**src/rtl/despachador_demux_pkg.sv**
```systemverilog
// Shared definitions for the round-robin dispatcher: demux selector
// encodings, preference FSM states and the target-choice helper.
package despachador_demux_pkg;

    localparam logic [1:0] SEL_NINGUNO = 2'b00;
    localparam logic [1:0] SEL_CANAL1  = 2'b01;
    localparam logic [1:0] SEL_CANAL2  = 2'b10;

    typedef enum logic {
        PREF1 = 1'b0,
        PREF2 = 1'b1
    } estado_t;

    // Preferred channel wins when free, otherwise fall back to the other
    // channel, otherwise report no target.
    function automatic logic [1:0] elegir_objetivo(
        input logic       i_libre_pref,
        input logic       i_libre_otro,
        input logic [1:0] i_sel_pref,
        input logic [1:0] i_sel_otro
    );
        logic [1:0] w_sel;
        if (i_libre_pref) begin
            w_sel = i_sel_pref;
        end else if (i_libre_otro) begin
            w_sel = i_sel_otro;
        end else begin
            w_sel = SEL_NINGUNO;
        end
        return w_sel;
    endfunction

endpackage

```
**src/rtl/despachador_demux_registro_canal.sv**
```systemverilog
// One output channel: one-entry holding register, its full flag and a
// wrapping count of words handed to the downstream consumer.
module registro_canal #(
    parameter int ANCHO     = 8,
    parameter int ANCHO_CNT = 16
) (
    input  logic                 clk,
    input  logic                 rst,
    input  logic                 i_carga,
    input  logic [ANCHO-1:0]     i_dato,
    input  logic                 i_listo,
    output logic [ANCHO-1:0]     o_dato,
    output logic                 o_valido,
    output logic [ANCHO_CNT-1:0] o_cuenta
);

    localparam logic [ANCHO_CNT-1:0] CNT_UNO = {{(ANCHO_CNT-1){1'b0}}, 1'b1};

    logic [ANCHO-1:0]     r_dato;
    logic                 r_valido;
    logic [ANCHO_CNT-1:0] r_cuenta;
    logic                 w_drena;

    // A word leaves the register whenever it is full and the consumer is ready.
    assign w_drena = r_valido && i_listo;

    // Holding register: a load wins over a drain, so a same-cycle drain+load keeps it full.
    always_ff @(posedge clk or posedge rst) begin
        if (rst) begin
            r_dato   <= {ANCHO{1'b0}};
            r_valido <= 1'b0;
        end else if (i_carga) begin
            r_dato   <= i_dato;
            r_valido <= 1'b1;
        end else if (w_drena) begin
            r_dato   <= r_dato;
            r_valido <= 1'b0;
        end else begin
            r_dato   <= r_dato;
            r_valido <= r_valido;
        end
    end

    // Delivered-word counter, wraps naturally at 2^ANCHO_CNT.
    always_ff @(posedge clk or posedge rst) begin
        if (rst) begin
            r_cuenta <= {ANCHO_CNT{1'b0}};
        end else if (w_drena) begin
            r_cuenta <= r_cuenta + CNT_UNO;
        end else begin
            r_cuenta <= r_cuenta;
        end
    end

    assign o_dato   = r_dato;
    assign o_valido = r_valido;
    assign o_cuenta = r_cuenta;

endmodule

```
**src/rtl/despachador_demux.sv**
```systemverilog
// Round-robin dispatcher feeding a 1-to-2 demux: alternates accepted words
// between two holding registers, skipping a channel that cannot take one.
module despachador_demux
    import despachador_demux_pkg::*;
#(
    parameter int ANCHO     = 8,
    parameter int ANCHO_CNT = 16
) (
    input  logic                 clk,
    input  logic                 rst,
    input  logic [ANCHO-1:0]     entrada_dato,
    input  logic                 entrada_valido,
    output logic                 entrada_listo,
    output logic [ANCHO-1:0]     salida1_dato,
    output logic                 salida1_valido,
    input  logic                 salida1_listo,
    output logic [ANCHO-1:0]     salida2_dato,
    output logic                 salida2_valido,
    input  logic                 salida2_listo,
    output logic [1:0]           selector,
    output logic [ANCHO_CNT-1:0] cuenta1,
    output logic [ANCHO_CNT-1:0] cuenta2
);

    estado_t    r_estado;
    estado_t    w_estado_sig;
    logic       w_libre1;
    logic       w_libre2;
    logic [1:0] w_objetivo;
    logic       w_acepta;
    logic       w_carga1;
    logic       w_carga2;

    // A channel is free when empty or when its current word drains this cycle.
    assign w_libre1 = !salida1_valido || salida1_listo;
    assign w_libre2 = !salida2_valido || salida2_listo;

    // Preference state register.
    always_ff @(posedge clk or posedge rst) begin
        if (rst) begin
            r_estado <= PREF1;
        end else begin
            r_estado <= w_estado_sig;
        end
    end

    // Target selection, handshake outputs, load strobes and next preference.
    always_comb begin
        w_objetivo    = SEL_NINGUNO;
        w_estado_sig  = r_estado;
        entrada_listo = 1'b0;
        selector      = SEL_NINGUNO;
        w_acepta      = 1'b0;
        w_carga1      = 1'b0;
        w_carga2      = 1'b0;

        if (rst) begin
            w_objetivo = SEL_NINGUNO;
        end else begin
            case (r_estado)
                PREF1:   w_objetivo = elegir_objetivo(w_libre1, w_libre2, SEL_CANAL1, SEL_CANAL2);
                PREF2:   w_objetivo = elegir_objetivo(w_libre2, w_libre1, SEL_CANAL2, SEL_CANAL1);
                default: w_objetivo = SEL_NINGUNO;
            endcase
        end

        entrada_listo = (w_objetivo != SEL_NINGUNO);
        w_acepta      = entrada_valido && entrada_listo;

        if (w_acepta) begin
            selector = w_objetivo;
            w_carga1 = (w_objetivo == SEL_CANAL1);
            w_carga2 = (w_objetivo == SEL_CANAL2);
            // Next preference is the channel opposite the one just used.
            if (w_carga1) begin
                w_estado_sig = PREF2;
            end else begin
                w_estado_sig = PREF1;
            end
        end else begin
            selector     = SEL_NINGUNO;
            w_estado_sig = r_estado;
        end
    end

    registro_canal #(
        .ANCHO     (ANCHO),
        .ANCHO_CNT (ANCHO_CNT)
    ) u_canal1 (
        .clk      (clk),
        .rst      (rst),
        .i_carga  (w_carga1),
        .i_dato   (entrada_dato),
        .i_listo  (salida1_listo),
        .o_dato   (salida1_dato),
        .o_valido (salida1_valido),
        .o_cuenta (cuenta1)
    );

    registro_canal #(
        .ANCHO     (ANCHO),
        .ANCHO_CNT (ANCHO_CNT)
    ) u_canal2 (
        .clk      (clk),
        .rst      (rst),
        .i_carga  (w_carga2),
        .i_dato   (entrada_dato),
        .i_listo  (salida2_listo),
        .o_dato   (salida2_dato),
        .o_valido (salida2_valido),
        .o_cuenta (cuenta2)
    );

endmodule

```
**config.mk**
```make
export PLATFORM = sky130hd
export DESIGN_NAME = despachador_demux
export DESIGN_NICKNAME = d
export VERILOG_FILES = /design/src/rtl/despachador_demux_pkg.sv /design/src/rtl/despachador_demux_registro_canal.sv /design/src/rtl/despachador_demux.sv
export SDC_FILE = /design/constraint.sdc
export NUM_CORES = 1
export LEC_CHECK = 0
export ABC_CLOCK_PERIOD_IN_PS = 2810
export BUFFER_PORTS_ARGS = -buffer_cell sky130_fd_sc_hd__buf_4
export CAP_MARGIN = 20
export CORE_AREA = 2 2 76 78
export DETAILED_ROUTE_END_ITERATION = 6
export DIE_AREA = 0 0 78 80
export PLACE_DENSITY_LB_ADDON = 0.25
export SLEW_MARGIN = 20
export SYNTH_ARGS = -nofsm -noshare
export SYNTH_HDL_FRONTEND = slang
export SYNTH_SLANG_ARGS = --single-unit
```
**constraint.sdc**
```tcl
create_clock -name clk -period 2.81 [get_ports clk]
set_clock_uncertainty 0.2 [all_clocks]
set_input_delay 0.4215 -clock clk [delete_from_list [all_inputs] [get_ports clk]]
set_output_delay 0.4215 -clock clk [all_outputs]
set_load 0.005 [all_outputs]
```
# After elaboration in Yosys (flattened, before gate mapping)
# Index checks and enable logic that the tools add are counted.
[word_totals] register_bits=51 in_bits=13 word_cells=36
[classes] n_addsub=2 eq_ne=2 muxes=14 n_bitwise=1 n_reduce_logical=10
[op_table] operator="$add A16 B1 Y16 const B" count=2
[op_table] operator="$mux W2" count=5
[op_table] operator="$mux W1" count=8
[op_table] operator="$reduce_bool A2 Y1" count=3
[op_table] operator="$pmux W2 S2" count=1
[op_table] operator="$logic_and A1 B1 Y1" count=3
[op_table] operator="$eq A2 B1 Y1 const B" count=1
[op_table] operator="$eq A2 B2 Y1 const B" count=1
[op_table] operator="$logic_not A1 Y1" count=2
[op_table] operator="$logic_or A1 B1 Y1" count=2
[op_table] operator="$not A1 Y1" count=1

# Logic depth before layout (Yosys ltp)
# Gate-level depths: netlist of the first run.
[depth] ltp_word=10 mapped_depth=5 ltp_nobuf=5

# Modules after synthesis
# A second synthesis of the first run with hierarchy kept.
[unflattened] cells_unflattened=177 hier_area_um2=2238.4
[modules_own_cells] mod="registro_canal" instances=2 cells_per_inst=81 area_per_inst_um2=1066.0 seq_area_each_um2=625.6
[modules_own_cells] mod="despachador_demux" instances=1 cells_per_inst=15 area_per_inst_um2=106.4 seq_area_each_um2=25.0

# Worst setup path after synthesis of the first run
# No wires, ideal clock.
[synth_timing] kind="input to output" startpoint="input rst" endpoint="output selector[1]" t_arrival_ns=2.068 required_ns=2.189 setup_slack_ns=0.121 cell_stages=4 cell_sequence="inv_1 > and3_1 > o21ai_2 > inv_1"
[synth_via] elab_chain_cells=4
[synth_lines] element="start, declared" line_no="despachador_demux.sv:10" rtl="input logic rst,"
[synth_lines] element="$mux W2 (*)" line_no="despachador_demux.sv:57" rtl="if (rst) begin"
[synth_lines] element="$reduce_bool A2 Y1" line_no="despachador_demux.sv:67" rtl="entrada_listo = (w_objetivo != SEL_NINGUNO);"
[synth_lines] element="$logic_and A1 B1 Y1" line_no="despachador_demux.sv:68" rtl="w_acepta = entrada_valido && entrada_listo;"
[synth_lines] element="$mux W2 (*)" line_no="despachador_demux.sv:70" rtl="if (w_acepta) begin"
[synth_lines] element="end, declared" line_no="despachador_demux.sv:20" rtl="output logic [1:0] selector,"
# Mark *: on every way between the ends. The rest lies on a longest branch, timed or not.

# Worst setup path after layout of the first run
[layout_timing] startpoint="register u_canal1.r_valido (netlist: u_canal1.o_valido)" endpoint="output selector[0]"
[layout_via] elab_chain_cells=9 word_cells_on_any_way=10 cone_classes="mux: 6; reduce/logical: 4"
[layout_lines] element="start, declared" line_no="despachador_demux_registro_canal.sv:20" rtl="logic r_valido;"
[layout_lines] element="start signal, assigned" line_no="despachador_demux_registro_canal.sv:40" rtl="r_valido <= r_valido;"
[layout_lines] element="$logic_not A1 Y1 (*)" line_no="despachador_demux.sv:35" rtl="assign w_libre1 = !salida1_valido || salida1_listo;"
[layout_lines] element="$logic_or A1 B1 Y1 (*)" line_no="despachador_demux.sv:35"
[layout_lines] element="$mux W1" line_no="despachador_demux_pkg.sv:25" rtl="end else if (i_libre_otro) begin"
[layout_lines] element="$mux W2" line_no="despachador_demux_pkg.sv:23" rtl="if (i_libre_pref) begin"
[layout_lines] element="$pmux W2 S2 (*)" line_no="despachador_demux.sv:60" rtl="case (r_estado)"
[layout_lines] element="$mux W2 (*)" line_no="despachador_demux.sv:57"
[layout_lines] element="$reduce_bool A2 Y1" line_no="despachador_demux.sv:67"
[layout_lines] element="$logic_and A1 B1 Y1" line_no="despachador_demux.sv:68"
[layout_lines] element="$mux W2 (*)" line_no="despachador_demux.sv:70"
# Marked as above.

==> results of run 1 <==
## registers in the layout, summed over array words and instances (netlist names)
register           cells
u_canal2.o_cuenta     16
u_canal2.o_dato        8
u_canal2.o_valido      1
r_estado               1
u_canal1.o_valido      1
u_canal1.o_cuenta     16
u_canal1.o_dato        8
## worst reg2reg max path, stage by stage (launching register included)
cell     delay, ps
dfrtp_1        410
nor2b_4        150
or3b_4         390
a21oi_4        290
mux2_2         380
## placed cells by master, fill, tap and decap left out, types with 2 or more instances in the layout
master,synthesis,final
mux2_2,18,18
nand3_1,12,12
xnor2_1,20,20
nor2_1,7,7
nand4_1,6,6
buf_4,0,66
ha_1,2,2
and3_1,5,5
inv_1,4,3
clkbuf_8,0,6
nand2_1,14,14
xor2_1,10,10
dfrtp_1,51,51
nor3_1,4,4
## final timing paths
check	cells past startpoint	slack, ps	to
min in group clk	2	160	u_canal2.o_dato[4]
min reg2reg	1	280	u_canal2.o_cuenta[15]
min	3	120	r_estado
max reg2reg	4	880	u_canal1.o_dato[6]
max	4	480	selector[0]
max in group asynchronous	3	1870	u_canal1.o_dato[7]
## logic make-up (layout without fill, tap and decap cells)
kind of cell    after synthesis  count (layout)  share of synthesized area (%)
mux                          19              19                           10.0
simple gates                 55              55                           14.0
flops                        51              51                           60.2
buf+inv                       4              77                          0.708
compound gates                3               3                           1.48
fa+ha+maj                     2               2                           1.18
xor+xnor                     30              30                           12.4
## power by group
group	leakage (nW)	switching, mW	total (mW)	internal (mW)
Sequential	0.654	0.128	1.01	0.881
Clock	0.0470	0.225	0.419	0.194
Combinational	0.683	0.173	0.489	0.316
## cell type report
type / instances / area (sq um) / share of cell area, %
Multi-Input combinational cell: 109 / 830 / 29.7
Timing Repair Buffer: 66 / 495 / 17.7
Tap cell: 72 / 90.1 / 3.22
Sequential cell: 51 / 1280 / 45.7
Clock buffer: 6 / 82.6 / 2.96
Inverter: 4 / 15.0 / 0.537
Clock inverter: 1 / 5.00 / 0.179
## metrics by stage
stage | power, mW | hold WS [ps]
after floorplan | 1.22 | 268
after global placement | 1.51 | 263
after detailed placement | 1.53 | 273
after CTS | 1.95 | 142
after global routing | 2.05 | 151
final | 1.92 | 118
## metal layers
metal | GRT usage, % | part of all wire (%)
met1 | 17.4 | 45
met4 | 2.63 | 0.65
met3 | 5.43 | 8.1
met5 | 0 | 0
met2 | 22.6 | 46
==> flow_summary.toml, run 1 <==
[hold_path]
worst_hold_path_type = "in -> async"

[worst_setup_path]
crit_start = "u_canal1.o_valido"
arrival_ps = 1700
cp_max_fo = 10
crit_family = "simple AND/OR/NAND/NOR gates"
cp-end-kind = "output port"
cp_slowest_cell = "dfrtp_1"
crit_type = "reg -> out"
path_cells = "nor2b_4 -> or3b_4 -> a21oi_4 -> buf_4"
rr_startpoint = "u_canal1.o_valido"
cp.required_ps = 2190
crit_buf_inv = 1
cp-start-kind = "flip-flop"
cp_slowest_stage_delay_ps = 410

[clocking]
cts_inserted_buffers = 5
cts_hold_buffers = 0
clk_path_buf_depth = 2
path_clk_slew_ps = 90
cts_setup_buffers = 0
worst_skew_pair.late_latency_ps = 300
htreeDepth = 2
cts-root-buf = "clkbuf_8"
clock_sinks = 51
cts_resized = 0
cts_tree = "yes"

[floorplanning]
boundaryPins = 66
dieArea_sq_um = 6240
row_count = 27
die_width_um = 78
fp.dieH_um = 80
core_sq_um = 5410
start_util_pct = 39.2

[drt]
num_vias = 1474
ant_nets = 0
dr.pass1.iters = 4
viasPerCell = 4.77
drc = 0
wl_um = 3980
drt_iter0_drc = 60
wire_per_inst_um = 12.9

[cells_and_area]
syn_to_final_growth_pct = 31.7
fin_util_pct = 51.7
final_cells = 309
final_cell_area_sq_um = 2790
final_nets = 252
n_fill_cell = 514
drive_above_1_share_pct = 41.8
antennaDiodeCount = 0

[run]
cap_violations = 0

[placed_design]
io_buffers = 65
dp_hpwl_um = 2950
placement.cell_area_sq_um = 2710
post-place-ws_ps = 741
post-place-cells = 302
routabilityCongestion = 0.687

[power_and_ir_drop]
leakagePower_nw = 1.38
cellPowerDensity_nw_per_um2 = 686
ir_drop_v = 0.000395

[timing]
rsz0062_at_grt = "no"
setup_violations = 0
max-slew-margin-rel_pct = 57.8
worst_slew_pin_slew_ps = 633
max_freq_mhz = 430
final_max_slew_viol_count = 0
period_share_pct = 82.8
timing.setup.tns_ps = 0
setup_slack_ps = 484
finalHoldViolCount = 0
post-route-min-period_ps = 2330

[global_route]
grt_overflow_total = 0
antenna_found_initial = 0
first_global_vias = 1514
grt_max_degree = 52
grt_first_pass_wirelength_um = 6900
grt_util_all_layers_pct = 13.8

[synthesis]
syn_area_sq_um = 2120
synthArstFlopShare_pct = 100
synthFlopType = "dfrtp_1"
ys_seq_elements = 51
synth_top_area_share_pct = 60.2
ys_types = 23
syn_inst = 164
synth_commonest_cells = "dfrtp_1, xnor2_1, mux2_2"
yosysMostFrequentCell = "dfrtp_1"
syn_area_per_cell_sq_um = 12.9
seq_area_frac_synth_pct = 60.2
yosys_warnings = 0
yosys-top-cells-area = "dfrtp_1, mux2_2, xnor2_1, xor2_1, nand3_1"
synth.largest_area_cell = "dfrtp_1"
synth_fp_nets = 179
synth_edf_count = 0

[status]
status = "finished clean"
Power figures use the tool's default switching activity.
==> run 2: changes to the inputs <==
--- a/config.mk
+++ b/config.mk
@@ -5,7 +5,7 @@
 export SDC_FILE = /design/constraint.sdc
 export NUM_CORES = 1
 export LEC_CHECK = 0
-export ABC_CLOCK_PERIOD_IN_PS = 2810
+export ABC_CLOCK_PERIOD_IN_PS = 2400
 export BUFFER_PORTS_ARGS = -buffer_cell sky130_fd_sc_hd__buf_4
 export CAP_MARGIN = 20
 export CORE_AREA = 2 2 76 78
==> constraint.sdc (replaced) <==
create_clock -name clk -period 2.4 [get_ports clk]
set_clock_uncertainty 0.2 [all_clocks]
set_input_delay 0.36 -clock clk [delete_from_list [all_inputs] [get_ports clk]]
set_output_delay 0.36 -clock clk [all_outputs]
set_load 0.005 [all_outputs]
==> run 2 against run 1 <==
Effect of this change: combinational power increased by 16%; sequential power rose by 18%; first-iteration DRC count fell by 17%; clock power increased by 6.2%; non-clock buffer count unchanged; critical endpoint unchanged; largest power group unchanged; highest routed layer unchanged.
==> flow_summary.toml, run 2 (synthesized netlist as in run 1, its figures left out) <==
[clocking]
cts_inserted_buffers = 5
worst_skew_pair.late_latency_ps = 290
cts_setup_buffers = 0
cts_hold_buffers = 0
path_clk_slew_ps = 80
htreeDepth = 2
cts-root-buf = "clkbuf_8"
clk_path_buf_depth = 2
cts_resized = 0
cts_tree = "yes"
clock_sinks = 51

[worst_setup_path]
cp.required_ps = 1840
critical_path_depth = 4
reg2reg_slack_ps = 460
crit_start = "u_canal1.o_valido"
arrival_ps = 1720
worstSetupEndpoint = "selector[0]"
cp_slowest_stage_delay_ps = 410
cp-start-kind = "flip-flop"
crit_buf_inv = 1
cp_slowest_cell = "dfrtp_1"
r2r_cells = 4
path_cells = "nor2b_4 -> or3b_4 -> a21oi_4 -> buf_4"
rr_startpoint = "u_canal1.o_valido"
cp_max_fo = 10
cp-end-kind = "output port"
crit_type = "reg -> out"
crit_family = "simple AND/OR/NAND/NOR gates"
r2r-end = "u_canal1.o_dato[0]"

[cells_and_area]
mostFrequentLayoutCells = "buf_4, dfrtp_1, xnor2_1"
drive_above_1_share_pct = 41.1
syn_to_final_growth_pct = 31.2
final_nets = 252
antennaDiodeCount = 0
final_common_cell = "buf_4"

[power_and_ir_drop]
switching_share_pct = 27.5
leakagePower_nw = 1.37
p_int_mw = 1.60
cellPowerDensity_nw_per_um2 = 791
p_comb_share_pct = 25.9
clock_power_share_pct = 20.2
ir_drop_v = 0.000511
power.switching_mw = 0.605
seq_power_share_pct = 53.9

[status]
status = "finished clean"

[floorplanning]
boundaryPins = 66
row_count = 27
core_sq_um = 5410
die_width_um = 78
start_util_pct = 39.2
fp.dieH_um = 80
dieArea_sq_um = 6240

[timing]
finalHoldViolCount = 0
period_share_pct = 95.1
worst_slew_pin_slew_ps = 641
timing.setup.tns_ps = 0
setup_violations = 0
post-route-min-period_ps = 2280
max-slew-margin-rel_pct = 57.3
max_freq_mhz = 438
final_max_slew_viol_count = 0
setup_slack_ps = 117
rsz0062_at_grt = "no"

[drt]
num_vias = 1427
ant_nets = 0
drc = 0
drt_iter0_drc = 50
wire_per_inst_um = 12.9
dr.pass1.iters = 5
wl_um = 3980
viasPerCell = 4.63

[global_route]
antenna_found_initial = 0
grt_overflow_total = 0
grt_max_degree = 52
first_global_vias = 1497
grt_util_all_layers_pct = 14.0
grt_first_pass_wirelength_um = 6980

[hold_path]
worst_hold_path_type = "in -> async"

[placed_design]
routabilityCongestion = 0.716
io_buffers = 65
dp_hpwl_um = 2850
post-place-ws_ps = 427

[run]
cap_violations = 0
-- run 2: worst min-delay path: stages --
cell and delay [ps]:
buf_4 130, clkinvlp_4 60, buf_4 530
-- run 2: power by group through the flow --
| stage | clock network (mW) | registers (mW) | logic, mW |
|---|---|---|---|
| floorplan | 0 | 1.19 | 0.238 |
| global placement | 0 | 1.20 | 0.574 |
| detailed placement | 0 | 1.20 | 0.582 |
| CTS | 0.473 | 1.19 | 0.583 |
| global route | 0.511 | 1.22 | 0.633 |
| finish | 0.445 | 1.19 | 0.569 |
-- run 2: stage by stage --
stage | cells | hold slack (ps) | instance area (sq um) | power, mW | utilization, %
after global placement | 302 | 263 | 2710 | 1.77 | 50.1
after CTS | 308 | 88.7 | 2780 | 2.24 | 51.5
after detailed placement | 302 | 280 | 2710 | 1.78 | 50.1
after global routing | 308 | 80.5 | 2780 | 2.36 | 51.5
final | 308 | 94.1 | 2780 | 2.20 | 51.5
after floorplan | 164 | 211 | 2120 | 1.43 | -
-- run 2: worst min-delay path by stage --
stage	endpoint	slack [ps]	cells after the start
after floorplan	r_estado	210	1
after global placement	u_canal1.o_cuenta[15]	260	1
after detailed placement	u_canal2.o_cuenta[15]	280	1
after CTS	u_canal2.o_dato[0]	90	2
after global routing	u_canal1.o_dato[2]	80	2
final	u_canal1.o_dato[1]	90	3
-- run 2: per-layer routing --
layer / track usage [%] / part of all wire, % / wire [um] / up-vias
met5: 0 / 0 / 0 / -
met4: 2.63 / 0.15 / 6 / 0
met3: 4.75 / 6.9 / 273 / 2
met2: 22.2 / 46 / 1840 / 44
met1: 18.9 / 47 / 1860 / 673
li1: - / - / - / 708
-- run 2: final cells by class --
type / instances / area (sq um)
flip-flops and latches: 51 / 1280
well taps: 72 / 90.1
clock buffers: 6 / 72.6
multi-input cells: 109 / 830
fillers: 490 / 2620
repair buffers: 66 / 495
inverters: 4 / 18.8
